[src/rtl/hex_step_counter.sv]
// hex_step_counter
//   Button-driven hex digit source. Debounces an up and a down push button,
//   steps a 4-bit value once per press, auto-repeats while a button is held,
//   and supports a synchronous direct load from switches.
//
// Ports
//   CLOCK       in   board clock, single clock domain
//   RESET       in   synchronous active-high reset
//   iUp         in   raw up button (1 = pressed), asynchronous
//   iDown       in   raw down button (1 = pressed), asynchronous
//   iLoad       in   synchronous load strobe, overrides any step
//   iLoadValue  in   [3:0] value loaded while iLoad = 1
//   oHex        out  [3:0] current digit (registered), drives the ROM address
//   oStep       out  one-cycle pulse when oHex changed because of a step
module hex_step_counter #(
  parameter int unsigned DEBOUNCE_CYCLES = 100000,
  parameter int unsigned REPEAT_DELAY    = 5000000,
  parameter int unsigned REPEAT_PERIOD   = 1000000
) (
  input  logic       CLOCK,
  input  logic       RESET,
  input  logic       iUp,
  input  logic       iDown,
  input  logic       iLoad,
  input  logic [3:0] iLoadValue,
  output logic [3:0] oHex,
  output logic       oStep
);

  localparam int unsigned DbW   = $clog2(DEBOUNCE_CYCLES);
  localparam int unsigned TmMax = (REPEAT_DELAY > REPEAT_PERIOD) ? REPEAT_DELAY : REPEAT_PERIOD;
  localparam int unsigned TmW   = (TmMax > 2) ? $clog2(TmMax) : 1;

  localparam logic [DbW-1:0] DbLast = DbW'(DEBOUNCE_CYCLES - 1);
  localparam logic [TmW-1:0] RdLast = TmW'(REPEAT_DELAY - 1);
  localparam logic [TmW-1:0] RpLast = TmW'(REPEAT_PERIOD - 1);

  typedef enum logic [1:0] {StIdle, StDelay, StRepeat} state_e;

  // Index 0 = up button, index 1 = down button.
  logic [1:0]     r_sync1;
  logic [1:0]     r_sync2;
  logic [1:0]     r_stable;
  logic [1:0]     r_prev;
  logic [DbW-1:0] r_db_cnt [2];

  state_e         r_state;
  state_e         w_state_d;
  logic [TmW-1:0] r_timer;
  logic [TmW-1:0] w_timer_d;
  logic           r_dir;
  logic           w_dir_d;
  logic [3:0]     r_hex;
  logic [3:0]     w_hex_d;
  logic           r_step;
  logic           w_step;

  logic           w_up_rise;
  logic           w_dn_rise;
  logic           w_held;

  // Synchronizers, debouncers and edge-detect history.
  always_ff @(posedge CLOCK) begin
    if (RESET) begin
      r_sync1  <= '0;
      r_sync2  <= '0;
      r_stable <= '0;
      r_prev   <= '0;
      for (int i = 0; i < 2; i++) begin
        r_db_cnt[i] <= '0;
      end
    end else begin
      r_sync1 <= {iDown, iUp};
      r_sync2 <= r_sync1;
      r_prev  <= r_stable;
      for (int i = 0; i < 2; i++) begin
        if (r_sync2[i] == r_stable[i]) begin
          r_db_cnt[i] <= '0;
        end else if (r_db_cnt[i] == DbLast) begin
          r_stable[i] <= r_sync2[i];
          r_db_cnt[i] <= '0;
        end else begin
          r_db_cnt[i] <= r_db_cnt[i] + DbW'(1);
        end
      end
    end
  end

  assign w_up_rise = r_stable[0] & ~r_prev[0];
  assign w_dn_rise = r_stable[1] & ~r_prev[1];
  // The latched button must stay pressed and the other one must stay released.
  assign w_held    = r_dir ? (r_stable[0] & ~r_stable[1]) : (r_stable[1] & ~r_stable[0]);

  always_comb begin
    w_state_d = r_state;
    w_timer_d = r_timer;
    w_dir_d   = r_dir;
    w_step    = 1'b0;
    unique case (r_state)
      StIdle: begin
        if (w_up_rise && !r_stable[1]) begin
          w_step    = 1'b1;
          w_dir_d   = 1'b1;
          w_timer_d = '0;
          w_state_d = StDelay;
        end else if (w_dn_rise && !r_stable[0]) begin
          w_step    = 1'b1;
          w_dir_d   = 1'b0;
          w_timer_d = '0;
          w_state_d = StDelay;
        end
      end
      StDelay: begin
        if (!w_held) begin
          w_timer_d = '0;
          w_state_d = StIdle;
        end else if (r_timer == RdLast) begin
          w_step    = 1'b1;
          w_timer_d = '0;
          w_state_d = StRepeat;
        end else begin
          w_timer_d = r_timer + TmW'(1);
        end
      end
      StRepeat: begin
        if (!w_held) begin
          w_timer_d = '0;
          w_state_d = StIdle;
        end else if (r_timer == RpLast) begin
          w_step    = 1'b1;
          w_timer_d = '0;
        end else begin
          w_timer_d = r_timer + TmW'(1);
        end
      end
      default: begin
        w_timer_d = '0;
        w_state_d = StIdle;
      end
    endcase

    // Load wins over any step; returning to idle means a held button needs a
    // fresh press before it steps again.
    if (iLoad) begin
      w_step    = 1'b0;
      w_timer_d = '0;
      w_state_d = StIdle;
    end

    if (iLoad) begin
      w_hex_d = iLoadValue;
    end else if (w_step) begin
      w_hex_d = w_dir_d ? (r_hex + 4'd1) : (r_hex - 4'd1);
    end else begin
      w_hex_d = r_hex;
    end
  end

  always_ff @(posedge CLOCK) begin
    if (RESET) begin
      r_state <= StIdle;
      r_timer <= '0;
      r_dir   <= 1'b0;
      r_hex   <= 4'd0;
      r_step  <= 1'b0;
    end else begin
      r_state <= w_state_d;
      r_timer <= w_timer_d;
      r_dir   <= w_dir_d;
      r_hex   <= w_hex_d;
      r_step  <= w_step;
    end
  end

  assign oHex  = r_hex;
  assign oStep = r_step;

endmodule
[config.mk]
export PLATFORM = sky130hd
export DESIGN_NAME = hex_step_counter
export DESIGN_NICKNAME = d
export VERILOG_FILES = /design/src/rtl/hex_step_counter.sv
export SDC_FILE = /design/constraint.sdc
export NUM_CORES = 1
export LEC_CHECK = 0
export CORE_UTILIZATION = 39
export CTS_BUF_LIST = sky130_fd_sc_hd__clkbuf_2 sky130_fd_sc_hd__clkbuf_4 sky130_fd_sc_hd__clkbuf_8
export DETAILED_ROUTE_END_ITERATION = 12
export DONT_BUFFER_PORTS = 1
export GPL_TIMING_DRIVEN = 0
export PLACE_DENSITY = 0.6
export SLEW_MARGIN = 10
export SYNTH_ARGS = -nofsm -noshare
export SYNTH_HDL_FRONTEND = slang
export SYNTH_SLANG_ARGS = --single-unit
[constraint.sdc]
create_clock -name CLOCK -period 6.43 [get_ports CLOCK]
set_clock_uncertainty 0.05 [all_clocks]
set_input_delay 0.643 -clock CLOCK [delete_from_list [all_inputs] [get_ports CLOCK]]
set_output_delay 0.643 -clock CLOCK [all_outputs]
set_load 0.01 [all_outputs]
==> impl_metrics.toml, run 1 <==
[run_status]
status = "completed"

[timing]
rsz0062_at_grt = "no"
finalSetupViolCount = 0
fmax_mhz = 374
fin_crit_sh = 0.416
slew_viol_final = 0
fin_ws_ps = 3760
fin_worst_hold_slack_ps = 396
fin_crit_ps = 2670
fin_tns_setup_ps = 0
final_hold_viol_count = 0
relSlewSlack = 0.469
tightest_slew_ps = 796

[clocking]
clkSlewWorstSetupHoldPaths_ps = 70
cts_root_buf = "clkbuf_8"
clk_latency_ps = 340
cts_tree = "yes"
cts_sinks = 73
numCtsBuffers = 9
cts_setup_buffers = 0
cts_hold_buf = 0
h-tree-depth = 3
clk_path_buf_depth = 2
cts_resized = 0

[worst_setup_path]
arrival_ps = 2830
startpoint_type = "flop"
reg2reg_depth = 11
critical_path.startpoint = "r_state[0]"
worstSetupEndpointType = "flop"
r2r_slack_ps = 3760
crit_type = "flop to flop"
timing.rr.end = "oHex[2]"
crit_fanout = 5
cp-endpoint = "oHex[2]"
worstReg2RegStart = "r_state[0]"
crit_required_ps = 6590

[die]
die_w_um = 101
core-area_mm2 = 0.00937
pin_count = 14
die-area_mm2 = 0.0102
rows = 35
initial_core_util = 0.408
fp.dieH_um = 101

[pwr]
ir_worst_vdd_v = 0.000159
leakagePower_uw = 0.00161
power_density_mw_per_mm2 = 225

[job]
maxCapViolations = 0

[grt]
antenna_found_initial = 0
grt_max_degree = 13
grt_pass1_wl_mm = 12.4
grt_overflow = 0
track_usage = 0.156
grt_pass1_vias = 2679

[worst_hold_path]
hold_path.class = "primary input to flop"

[layout]
fin_util = 0.464
drive_above_1_share = 0.0617
fillers = 910
mostFrequentLayoutCells = "nor2_1 (70), dfxtp_1 (39), edfxtp_1 (34), conb_1 (34)"
nets = 467
diodes = 0
synthToLayoutAreaGrowth_pct = 13.8
final_common_cell = "nor2_1"
instances_no_fill = 583

[drt]
post_drt_wl_per_cell_um = 12.1
vias = 2900
drt_wl_total_mm = 7.07
vias_per_cell = 4.97
drtPass1Iterations = 4
drcViolationCount = 0
postRouteAntennaNets = 0
first_iter_violations = 90

[place]
routabilityCongestion = 0.833
dp.cells = 567
numPortBuffers = 0
pre_cts_slack_ps = 3730
dpl.hpwl_mm = 5.11

[synthesis]
synth_top_area_share = 0.267
synth_top_area_cell = "edfxtp_1"
synth_area_leaders = "edfxtp_1 (27%), dfxtp_1 (20%), nor2_1 (6.9%)"
avgSynthCellArea_um2 = 9.44
netlist_area_mm2 = 0.00382
synth.distinct_cells = 49
synthCells = 405
ys_seq_area_frac = 0.471
yosys_warnings = 0
synth_seq_cells = 73
[worst max-delay path, stage by stage, from the launching register on]
cell and delay, ps:
dfxtp_1 380, inv_1 100, ha_1 240, and2_1 160, a221oi_1 690, xor2_1 200, ha_1 180, nor2_1 40
mux2i_1 190, nor4_1 70, mux2i_1 150, o211ai_1 90
[layer usage]
layer,global-route usage,vias to the layer above,share of wire
li1,-,1504,-
met1,0.195,1333,0.48
met2,0.253,51,0.46
met3,0.0472,12,0.037
met4,0.0557,0,0.019
met5,0,-,0
[worst min-delay path by stage]
stage	cells past startpoint	to	slack [ps]	from
3_3_place_gp	1	r_sync2[1]	400	r_sync1[1]
4_1_cts	1	r_sync1[0]	380	iUp
3_5_place_dp	1	r_sync2[0]	390	r_sync1[0]
5_1_grt	1	r_sync1[1]	390	iDown
6_report	1	r_sync1[0]	400	iUp
2_1_floorplan	1	r_sync2[0]	360	r_sync1[0]
[metrics by stage]
step | power [uW] | instance area (um^2)
floorplan | 547 | 3950
global placement | 555 | 4110
detailed placement | 556 | 4110
CTS | 996 | 4350
global route | 1020 | 4350
finish | 981 | 4350
[flip-flops by register name, indices dropped and copies added (netlist names)]
signal and count:
oHex 4, oStep 1, r_db_cnt 34, r_dir 1
r_prev 2, r_stable 2, r_state 2, r_sync1 2
r_sync2 2, r_timer 23
[power breakdown]
group	internal (uW)	switching (uW)	total [uW]	leakage (uW)
Sequential	498	14.0	512	0.000667
Combinational	13.5	20.3	33.8	0.000812
Clock	270	166	436	0.000127
[final cells by class]
class / count / area [um^2] / share of cell area
plain buffers: 11 / 42.5 / 0.00977
clock buffers: 11 / 143 / 0.0328
inverters: 12 / 45.0 / 0.0103
well taps: 129 / 161 / 0.0371
flip-flops and latches: 73 / 1800 / 0.414
clock inverters: 5 / 101 / 0.0233
multi-input cells: 342 / 2060 / 0.473
[logic make-up after synthesis]
group,count (synthesis),share of synthesized area
muxes,7,0.0196
and+or+nand+nor,209,0.280
other,1,0.000981
adders and majority gates,9,0.0295
xor gates and xnor gates,45,0.103
DFF,73,0.471
buffers and inverters,23,0.0229
AOI/OAI and AO/OA,38,0.0726
[synth_stat cells (all sizes together)]
cell	n
nand4	19
xor2	26
nor4b	3
clkbuf	10
nand2b	1
inv	12
nand4b	1
o41ai	2
nand3	26
xnor2	19
a22o	4
a31oi	3
or3	6
buf	1
o21ai	11
nor2	70
dfxtp	39
nor4	5
and2	3
mux2	1
ha	9
or3b	1
nand2	23
o211a	3
conb	1
or2	2
nor3b	2
or4b	1
mux2i	6
and3	15
edfxtp	34
nor3	13
nand3b	3
nor2b	10
a211oi	3
and4	4
a221oi	1
a21boi	1
a21oi	7
o32ai	1
o21a	1
nor4bb	1
o211ai	1
No activity file was read; power rests on OpenSTA's default activity.
==> run 2: changes to the inputs <==
Settings changed: PLACE_DENSITY 0.6 to 0.62.
Clock period 6.43 ns to 2.3 ns, I/O delays scaled along.
==> impl_metrics.toml, run 2 (synthesized netlist as in run 1, its figures left out) <==
[clocking]
h-tree-depth = 3
cts_root_buf = "clkbuf_8"
clk_latency_ps = 340
clkSlewWorstSetupHoldPaths_ps = 80
numCtsBuffers = 9
cts_sinks = 73
cts_tree = "yes"
clk_path_buf_depth = 2

[worst_setup_path]
r2r_slack_ps = 100
crit_fanout = 6
critical_path.startpoint = "r_timer[11]"
startpoint_type = "flop"
reg2reg_depth = 6
worstReg2RegStart = "r_timer[11]"
crit_required_ps = 2480
arrival_ps = 2380
timing.rr.end = "oHex[3]"
crit_type = "flop to flop"
worstSetupEndpointType = "flop"

[die]
initial_core_util = 0.408
die_w_um = 101
rows = 35
core-area_mm2 = 0.00937
fp.dieH_um = 101
die-area_mm2 = 0.0102
pin_count = 14

[timing]
finalSetupViolCount = 0
tightest_slew_ps = 794
slew_viol_final = 0
fin_tns_setup_ps = 0
fmax_mhz = 455
rsz0062_at_grt = "yes"
final_hold_viol_count = 0
fin_crit_sh = 0.955
fin_crit_ps = 2200
relSlewSlack = 0.469

[place]
dpl.hpwl_mm = 5.22
dp.cells = 567
routabilityCongestion = 0.850
numPortBuffers = 0

[job]
maxCapViolations = 0

[drt]
first_iter_violations = 84
post_drt_wl_per_cell_um = 12.4
vias_per_cell = 5.01
postRouteAntennaNets = 0
drcViolationCount = 0
drtPass1Iterations = 4
drt_wl_total_mm = 7.33
vias = 2965

[layout]
synthToLayoutAreaGrowth_pct = 20.0
diodes = 0
nets = 476
mostFrequentLayoutCells = "nor2_1 (68), edfxtp_1 (34), conb_1 (34)"
final_common_cell = "nor2_1"
drive_above_1_share = 0.156
regMostFlops = "r_db_cnt"
instances_no_fill = 592
largest_reg_flops = 34

[grt]
track_usage = 0.155
antenna_found_initial = 0
grt_max_degree = 13
grt_overflow = 0
grt_pass1_vias = 2763
grt_pass1_wl_mm = 12.5

[worst_hold_path]
hold_path.class = "primary input to flop"
min_from = "iLoadValue[1]"
hold-path-endpoint = "oHex[1]"
hold-path-cell-count = 2

[pwr]
leakagePower_uw = 0.00167
power_density_mw_per_mm2 = 570
ir_worst_vdd_v = 0.000285

[run_status]
status = "completed"
[run 2: cell types whose count changed in the layout (fill, tap and decap cells not counted), sizes merged]
cell,previous run,this run
clkinvlp,0,1
buf,1,10
clkbuf,21,17
bufinv,3,2
dlygate4sd3,0,4
[run 2: critical path, stage by stage (launching register included)]
cell	delay (ps)
dfxtp_1	440
or4b_4	520
mux2_4	300
o41ai_4	230
buf_4	170
nor4_1	30
or3_1	340
[run 2: per-stage QoR]
stage	setup slack, ps	utilization	instance area (um^2)	total power, uW	hold WS (ps)
after floorplan	105	-	3950	1530	308
after global placement	-359	0.439	4120	1550	320
after detailed placement	-395	0.439	4120	1550	318
after CTS	-9.24	0.478	4480	2660	18.8
after global routing	-41.1	0.490	4590	2720	20.6
final	103	0.490	4590	2620	34.3
[run 2: routing by layer]
metal / vias up / global-route usage / wire [um]
li1: 1523 / - / -
met1: 1400 / 0.186 / 3380
met2: 33 / 0.269 / 3640
met3: 9 / 0.0423 / 218
met4: 0 / 0.0491 / 89
met5: - / 0 / 0
[run 2: area by class of cell]
type,instances,area (um^2)
fill,915,4780
multi-input combinational,342,2200
sequential,73,1820
tap,129,161
clock buffer,11,134
timing repair buffer,13,108
clock inverter,5,78.8
inverter,12,45.0
buffer,7,36.3
[run 2: report_power, final]
group	total (uW)	leakage (uW)	switching, uW	internal, uW
Clock	1080	0.000110	463	619
Sequential	1430	0.000673	39.7	1390
Combinational	105	0.000887	58.8	46.6
Total	2620	0.00167	562	2050
[run 2: worst max-delay path by stage]
stage                            endpoint  slack, ps  depth (start not counted)
final                             oHex[3]        100                          6
after floorplan                   oHex[2]        100                         11
after global placement    r_db_cnt[0][14]       -360                          7
after global routing              oHex[3]        -40                          7
after detailed placement  r_db_cnt[0][14]       -400                          7
after CTS                         oHex[3]         -9                          7
[run 2: timing repair]
action | CTS | global route
setup buffers | 7 | 2
endpoints found under the hold margin | 4 | 0
cloned | 0 | 0
hold buffers | 4 | 0
pin swaps | 2 | 6
gates resized for setup | 18 | 32
setup endpoints to repair | 41 | 39
